## src/rtl/game_pkg.sv

```systemverilog
// game_pkg: shared game constants, sprite IDs and player state encoding.
package game_pkg;
  localparam int STEP_X = 6;
  localparam int V = 40;
  localparam int MAX_J = 160;
  localparam int LIMIT_X = 300;
  localparam int FIRE_COOLDOWN_DEFAULT = 12;
  typedef enum logic [3:0] {
    OBJECT_NONE           = 4'd0,
    OBJECT_PLAYER1        = 4'd1,
    OBJECT_PLAYER1_SQUAT  = 4'd2,
    OBJECT_PLAYER1_SHIELD = 4'd3,
    OBJECT_PLAYER2        = 4'd4,
    OBJECT_PLAYER2_SQUAT  = 4'd5,
    OBJECT_PLAYER2_SHIELD = 4'd6,
    OBJECT_BULLET         = 4'd7
  } ObjectID;
  typedef enum logic [2:0] {GROUND, RISE, FALL, SQUAT, SHIELD} PlayerState;
  function automatic ObjectID obj_of(input int player, input PlayerState s);
    return player == 2 ?
      (s == SQUAT ? OBJECT_PLAYER2_SQUAT : s == SHIELD ? OBJECT_PLAYER2_SHIELD : OBJECT_PLAYER2) :
      (s == SQUAT ? OBJECT_PLAYER1_SQUAT : s == SHIELD ? OBJECT_PLAYER1_SHIELD : OBJECT_PLAYER1);
  endfunction
endpackage

```

## src/rtl/player_motion_fire_ctrl.sv

```systemverilog
// player_fire_ctrl: shot cooldown, shield gating, origin capture and one-cycle fire pulse.
module player_fire_ctrl
  import game_pkg::*;
#(
  parameter int FIRE_COOLDOWN = FIRE_COOLDOWN_DEFAULT
) (
  input  logic               clk,
  input  logic               rst,
  input  logic               clear,
  input  logic               tick,
  input  logic               fire_req,
  input  logic               shielded,
  input  logic signed [11:0] x,
  input  logic        [7:0]  h,
  output logic               fire,
  output logic signed [11:0] fire_x,
  output logic        [7:0]  fire_h
);
  localparam int CW = $clog2(FIRE_COOLDOWN + 1);
  logic [CW-1:0] cd;
  logic shot;
  assign shot = tick && fire_req && cd == '0 && !shielded;
  always_ff @(posedge clk) begin
    if (rst || clear) begin
      cd <= '0;
      fire <= 1'b0;
      fire_x <= '0;
      fire_h <= '0;
    end else begin
      fire <= shot;
      if (shot) begin
        cd <= CW'(FIRE_COOLDOWN);
        fire_x <= x;
        fire_h <= h;
      end else if (tick && cd != '0) begin
        cd <= cd - 1'b1;
      end
    end
  end
endmodule

```

## src/rtl/player_motion.sv

```systemverilog
// player_motion: per-frame player movement/jump/stance FSM with fire control.
// Define PLAYER_AIR_CONTROL_EN to allow left/right steering while airborne.
module player_motion
  import game_pkg::*;
#(
  parameter int PLAYER_NUM = 1,
  parameter logic signed [11:0] X_INIT = -12'sd200,
  parameter int FIRE_COOLDOWN = FIRE_COOLDOWN_DEFAULT
) (
  input  logic               i_clk,
  input  logic               i_rst,
  input  logic               i_frame_tick,
  input  logic               i_game_run,
  input  logic               i_left,
  input  logic               i_right,
  input  logic               i_jump,
  input  logic               i_squat,
  input  logic               i_shield,
  input  logic               i_fire,
  output logic signed [11:0] o_x,
  output logic        [7:0]  o_h,
  output logic        [3:0]  o_obj_id,
  output logic               o_fire,
  output logic signed [11:0] o_fire_x,
  output logic        [7:0]  o_fire_h
);
  localparam logic signed [12:0] STEP13 = 13'(STEP_X);
  localparam logic signed [12:0] LIM13 = 13'(LIMIT_X);
  PlayerState state, state_n;
  logic [7:0] h_n, h_dn;
  logic [8:0] h_up;
  logic launch, air, move_ok;
  logic signed [12:0] x_sum, x_clamp;
  logic signed [11:0] x_n;
  assign h_up = {1'b0, o_h} + 9'(V);
  assign h_dn = o_h - 8'(V);
  always_comb begin
    state_n = state;
    h_n = o_h;
    launch = 1'b0;
    case (state)
      GROUND: begin
        state_n = i_shield ? SHIELD : i_squat ? SQUAT : i_jump ? RISE : GROUND;
        launch = !i_shield && !i_squat && i_jump;
        h_n = launch ? 8'(V) : o_h;
      end
      SQUAT: state_n = i_squat ? SQUAT : GROUND;
      SHIELD: state_n = i_shield ? SHIELD : GROUND;
      RISE: begin
        h_n = h_up[7:0];
        state_n = h_up == 9'(MAX_J) ? FALL : RISE;
      end
      FALL: begin
        h_n = h_dn;
        state_n = h_dn == 8'd0 ? GROUND : FALL;
      end
      default: state_n = GROUND;
    endcase
  end
  // The launch tick counts as airborne so a jump is steered as one unit.
  assign air = launch || state == RISE || state == FALL;
`ifdef PLAYER_AIR_CONTROL_EN
  assign move_ok = (state == GROUND || air) && (i_left ^ i_right);
`else
  assign move_ok = state == GROUND && !launch && (i_left ^ i_right);
`endif
  always_comb begin
    x_sum = 13'(o_x) + (i_right ? STEP13 : -STEP13);
    x_clamp = x_sum > LIM13 ? LIM13 : x_sum < -LIM13 ? -LIM13 : x_sum;
    x_n = move_ok ? 12'(x_clamp) : o_x;
  end
  always_ff @(posedge i_clk) begin
    if (i_rst || !i_game_run) begin
      state <= GROUND;
      o_x <= X_INIT;
      o_h <= '0;
      o_obj_id <= obj_of(PLAYER_NUM, GROUND);
    end else if (i_frame_tick) begin
      state <= state_n;
      o_x <= x_n;
      o_h <= h_n;
      o_obj_id <= obj_of(PLAYER_NUM, state_n);
    end
  end
  player_fire_ctrl #(.FIRE_COOLDOWN(FIRE_COOLDOWN)) u_fire (
    .clk(i_clk),
    .rst(i_rst),
    .clear(!i_game_run),
    .tick(i_frame_tick),
    .fire_req(i_fire),
    .shielded(state == SHIELD),
    .x(o_x),
    .h(o_h),
    .fire(o_fire),
    .fire_x(o_fire_x),
    .fire_h(o_fire_h)
  );
endmodule
```

## config.mk

```make
export PLATFORM = sky130hd
export DESIGN_NAME = player_motion
export DESIGN_NICKNAME = d
export VERILOG_FILES = /design/src/rtl/game_pkg.sv /design/src/rtl/player_motion_fire_ctrl.sv /design/src/rtl/player_motion.sv
export SDC_FILE = /design/constraint.sdc
export NUM_CORES = 1
export LEC_CHECK = 0
export CORE_MARGIN = 3
export CORE_UTILIZATION = 51
export DETAILED_ROUTE_END_ITERATION = 16
export PLACE_DENSITY = 0.8
export SYNTH_ARGS = -nofsm -noshare
export SYNTH_HDL_FRONTEND = slang
export SYNTH_SLANG_ARGS = --single-unit
export TNS_END_PERCENT = 1
```

## constraint.sdc

```tcl
create_clock -name i_clk -period 3.85 [get_ports i_clk]
set_input_delay 0.77 -clock i_clk [delete_from_list [all_inputs] [get_ports i_clk]]
set_output_delay 0.77 -clock i_clk [all_outputs]
set_load 0.01 [all_outputs]
```

After elaboration in Yosys (flattened, before gate mapping)
Cells that the tools add are included.
{ "word_totals": {"reg_bits": 52} }
{ "op_classes": {"order_cmp": 2, "bitwise": 1, "eq_ne": 8, "n_addsub": 4, "muxes": 18, "reduce_logical": 23} }
{ "op_table": {"columns": ["op", "n"], "rows": [
  ["$mux W12", 2],
  ["$pmux W8 S3", 1],
  ["$pmux W3 S5", 1],
  ["$add A12 B13 Y13", 1],
  ["$gt A13 B10 Y1 const B", 1],
  ["$lt A13 B10 Y1 const B", 1],
  ["$mux W13", 1],
  ["$mux W2", 6],
  ["$add A8 B6 Y9 const B", 1],
  ["$eq A3 B2 Y1 const B", 3],
  ["$eq A9 B8 Y1 const B", 1],
  ["$logic_and A1 B1 Y1", 8],
  ["$logic_not A8 Y1", 1],
  ["$mux W4", 2],
  ["$mux W8", 1],
  ["$sub A8 B6 Y8 const B", 1],
  ["$eq A3 B3 Y1 const B", 2],
  ["$mux W3", 2],
  ["$logic_not A1 Y1", 5],
  ["$logic_not A4 Y1", 1],
  ["$reduce_bool A4 Y1", 1],
  ["$sub A4 B1 Y4 const B", 1],
  ["$eq A3 B1 Y1 const B", 1],
  ["$logic_not A3 Y1", 1],
  ["other kinds (9)", 10]
]} }

Depth between registers and ports, before layout
{ "depth": {"word_depth": 8, "depth_mapped": 10} }

Modules after synthesis
Synthesis repeated with hierarchy kept, for this count alone.
{ "unflattened": {"hier_cells": 350, "area_unflattened_um2": 2860.2} }
{ "modules_own_cells": {"columns": ["mod", "instances", "cells_per_inst", "seq_area_each_um2", "area_per_inst_um2"], "rows": [
  ["player_motion", 1, 229, 420.4, 1790.5],
  ["player_fire_ctrl", 1, 121, 500.5, 1069.8]
]} }

Worst setup path after synthesis
OpenSTA, ideal clock, no wires.
{ "synth_path": {"kind": "input -> register", "startpoint": "input port i_right", "endpoint": "register o_x[2]", "path_buffers": 0, "path_stages": 10, "arrival_time_ps": 2791, "setup_ps": 120, "path_slack_ps": 940, "required_ps": 3730, "path_cell_list": "inv_1 ha_1 a211oi_2 o21bai_2 a21oi_4 xor2_2 o311ai_1 and3_1 mux2i_1 o31a_1"} }
{ "synth_via": {"elab_chain_len": 5, "elab_cells_between_ends": 9} }
{ "synth_rtl": {"columns": ["element", "line", "text"], "rows": [
  ["start, declared", "player_motion.sv:15", "input logic i_right,"],
  ["$mux W13", "player_motion.sv:68", "x_sum = 13'(o_x) + (i_right ? STEP13 : -STEP13);"],
  ["$add A12 B13 Y13", "player_motion.sv:68", null],
  ["$lt A13 B10 Y1", "player_motion.sv:69", "x_clamp = x_sum > LIM13 ? LIM13 : x_sum < -LIM13 ? -LIM13 : x_sum;"],
  ["$mux W12 (2 in a row)", "player_motion.sv:69", null],
  ["end signal, assigned", "player_motion.sv:80", "o_x <= x_n;"],
  ["end, declared", "player_motion.sv:20", "output logic signed [11:0] o_x,"]
]} }
Several ways; a longest one is shown, not always the timed one.
A chain may end at the register's enable or synchronous reset.

Worst setup path after layout
Same ends and word-level chain as after synthesis.

==> flow_summary.ini <==
[route]
antenna_left = 0
vias_per_cell = 5.59
num_vias = 2419
wl_per_cell_um = 14.2
drc = 0
firstDrtPassIters = 4
wl_mm = 6.15
drt_iter0_markers = 150

[yosys]
yosysTopAreaCell = dfxtp_1
avgSynthCellArea_sq_um = 7.81
yosysSeqAreaShare_pct = 32.9
async_flop_share_pct = 0
yosysWarnings = 0
synth_top_area_share_pct = 32.9
synth_cell_types = 51
synthCells = 327
synth_edf_count = 0
ys_ff_latch = 42
synthFlopType = dfxtp_1
synth_area_sq_um = 2550
synth_area_leaders = dfxtp_1, a21oi_1, nand2_1, ha_1, nor2_1

[die]
fp.coreArea_sq_um = 4790
dieArea_sq_um = 5890
ios = 55
rows = 25
start_util_pct = 53.3
fp.dieW_um = 76.7
die-height_um = 76.7

[timing]
fin_crit_sh_pct = 88.9
worst_clock_skew_ns = 0.0103
setup-tns-final_ns = 0
fmax_mhz = 292
period_minus_slack_ns = 3.42
hold_violations = 0
rsz0062_at_grt = no
finalSetupViolCount = 0
worstMarginPinSlew_ns = 0.795
relSlewSlack_pct = 46.8
drv_slew = 0
final.setup.worst_slack_ns = 0.425

[clocking]
cts_hold_buf = 0
cts_resized = 0
path_clk_slew_ns = 0.08
clock-sinks = 42
numCtsBuffers = 5
clkLatencyLatePin_ns = 0.29
clockBufferDepth = 2
cts_root_buf = clkbuf_8
post-cts-setup-buffers = 0
cts_tree = yes
cts_max_level = 2

[global_route]
antenna_found_initial = 0
grt_max_degree = 25
grt_pass1_vias = 2304
overflow = 0
grt_util_all_layers_pct = 21.4
grt_first_pass_wirelength_mm = 10.6

[setup_path]
cp.arrival_ns = 3.60
rr_endpoint = o_x[2]
crit_required_ns = 4.03
cp_slowest_cell = clkdlybuf4s50_1
end_kind = register
crit_buf_inv = 2
path_delay_family = compound AO/OA/AOI/OAI gates
path_cells = clkdlybuf4s50_1 -> inv_1 -> ha_1 -> a211oi_2 -> o21bai_2 -> a21oi_4 -> xor2_2 -> o311ai_1 -> and3_1 -> mux2i_1 -> o31a_1
reg2reg_setup_slack_ns = 1.13
cp_max_fo = 9
rr_startpoint = o_x[1]
path_class = input port to register
critPathMaxStageDelay_ns = 0.47
worstRegToRegCells = 9
crit_path_start_kind = input port

[cells_and_area]
final_common_cell = nand2_1
multi_input_area_sq_um = 1580
layout.area.seq_sq_um = 841
finalNonFillerCells = 433
num_antenna_cells = 0
fillers = 420
syn_to_final_growth_pct = 21.0
finalNetCount = 390
layout.cells.most_common_list = nand2_1, clkdlybuf4s50_1, dfxtp_1
drive_gt1_share_pct = 6.28

[job]
maxCapViolCount = 0

[placed_design]
placed_cells = 425
io_buffer_count = 44
dp_slack_ns = 0.151
dp_hpwl_mm = 4.54
gp_congestion = 0.887

[pwr]
powerDensity_nw_per_um2 = 316
p_leak_nw = 1.16
power_uw = 975
peakVddDrop_uv = 234

[hold_path]
hp-class = register to register
holdPathEnd = u_fire.fire_h[4]
min_from = u_fire.fire_h[4]
hold_depth = 2

[outcome]
status = completed
how the worst max path moves through the flow:
stage          startpoint     end  cells past startpoint
5_1_grt           i_right  o_x[7]                     11
4_1_cts           i_right  o_x[2]                     11
3_3_place_gp      i_right  o_x[3]                     11
3_5_place_dp      i_right  o_x[2]                     11
6_report          i_right  o_x[2]                     11
2_1_floorplan     i_right  o_x[2]                     10
state kept, by name, indices dropped and copies added, names as in the netlist:
signal	cells
o_x	11
u_fire.fire_x	11
o_h	5
u_fire.fire_h	5
u_fire.cd	4
state	3
o_obj_id	2
u_fire.fire	1
cells in the mapped netlist (2+ instances only):
master,number
mux2i_1,2
dfxtp_1,42
nand3_1,7
nor2b_1,3
a21boi_0,2
and3_1,3
a31o_2,2
a32o_1,2
a31oi_1,5
clkbuf_1,14
a21oi_1,40
o22ai_1,2
buf_4,10
a21o_1,7
o21ai_0,19
xnor2_1,4
nand2_1,49
or3_1,3
inv_1,9
a22oi_1,2
or2_2,2
and2_1,4
nand2b_1,7
nor3_1,10
nor2_1,26
nor3b_1,2
o31a_1,2
ha_1,14
o31ai_1,4
xor2_1,7
a211oi_1,2
tightest hold or removal path: stages (launching register included):
cell	delay (ns)
dfxtp_1	0.31
nand2_1	0.05
a21oi_1	0.05
power breakdown:
part           total [mW]  switching, mW  internal (mW)  leakage (nW)
clock network       0.293          0.149          0.145        0.0482
logic               0.222          0.132         0.0905         0.770
registers           0.460         0.0140          0.446         0.341
through the flow:
step                      cell area, sq um  util, %  hold WS (ns)
after detailed placement              3000     62.6         0.448
after floorplan                       2590        -         0.481
after global routing                  3090     64.5         0.485
after CTS                             3090     64.5         0.459
after global placement                3000     62.6         0.443
final                                 3090     64.5         0.457
logic make-up (layout without fill, tap and decap cells):
logic type	count (synthesis)	after routing	share of synthesized area (%)
XOR/XNOR	12	12	4.41
flip-flops	42	42	32.9
AND/OR/NAND/NOR	119	119	21.6
AO/OA/AOI/OAI	103	103	26.2
other	1	10	0.147
buffers and inverters	33	63	6.32
multiplexers	2	2	0.784
adder cells (fa/ha/maj)	15	15	7.65
per-layer routing:
metal  GRT usage [%]  vias to the layer above  wire length (um)
li1                -                     1210                 -
met1            26.9                     1119              2790
met2            36.0                       82              2860
met3            5.75                        8               427
met4            5.80                        0                69
met5               0                        -                 0
final cells by class:
type	count	share of cell area [%]
timing repair buffer	46	14.7
sequential	42	27.2
tap	67	2.71
clock inverter	1	0.162
multi-input combinational	261	51.3
inverter	9	1.09
clock buffer	7	2.79
Note: power is estimated with default switching activity, not from simulation.
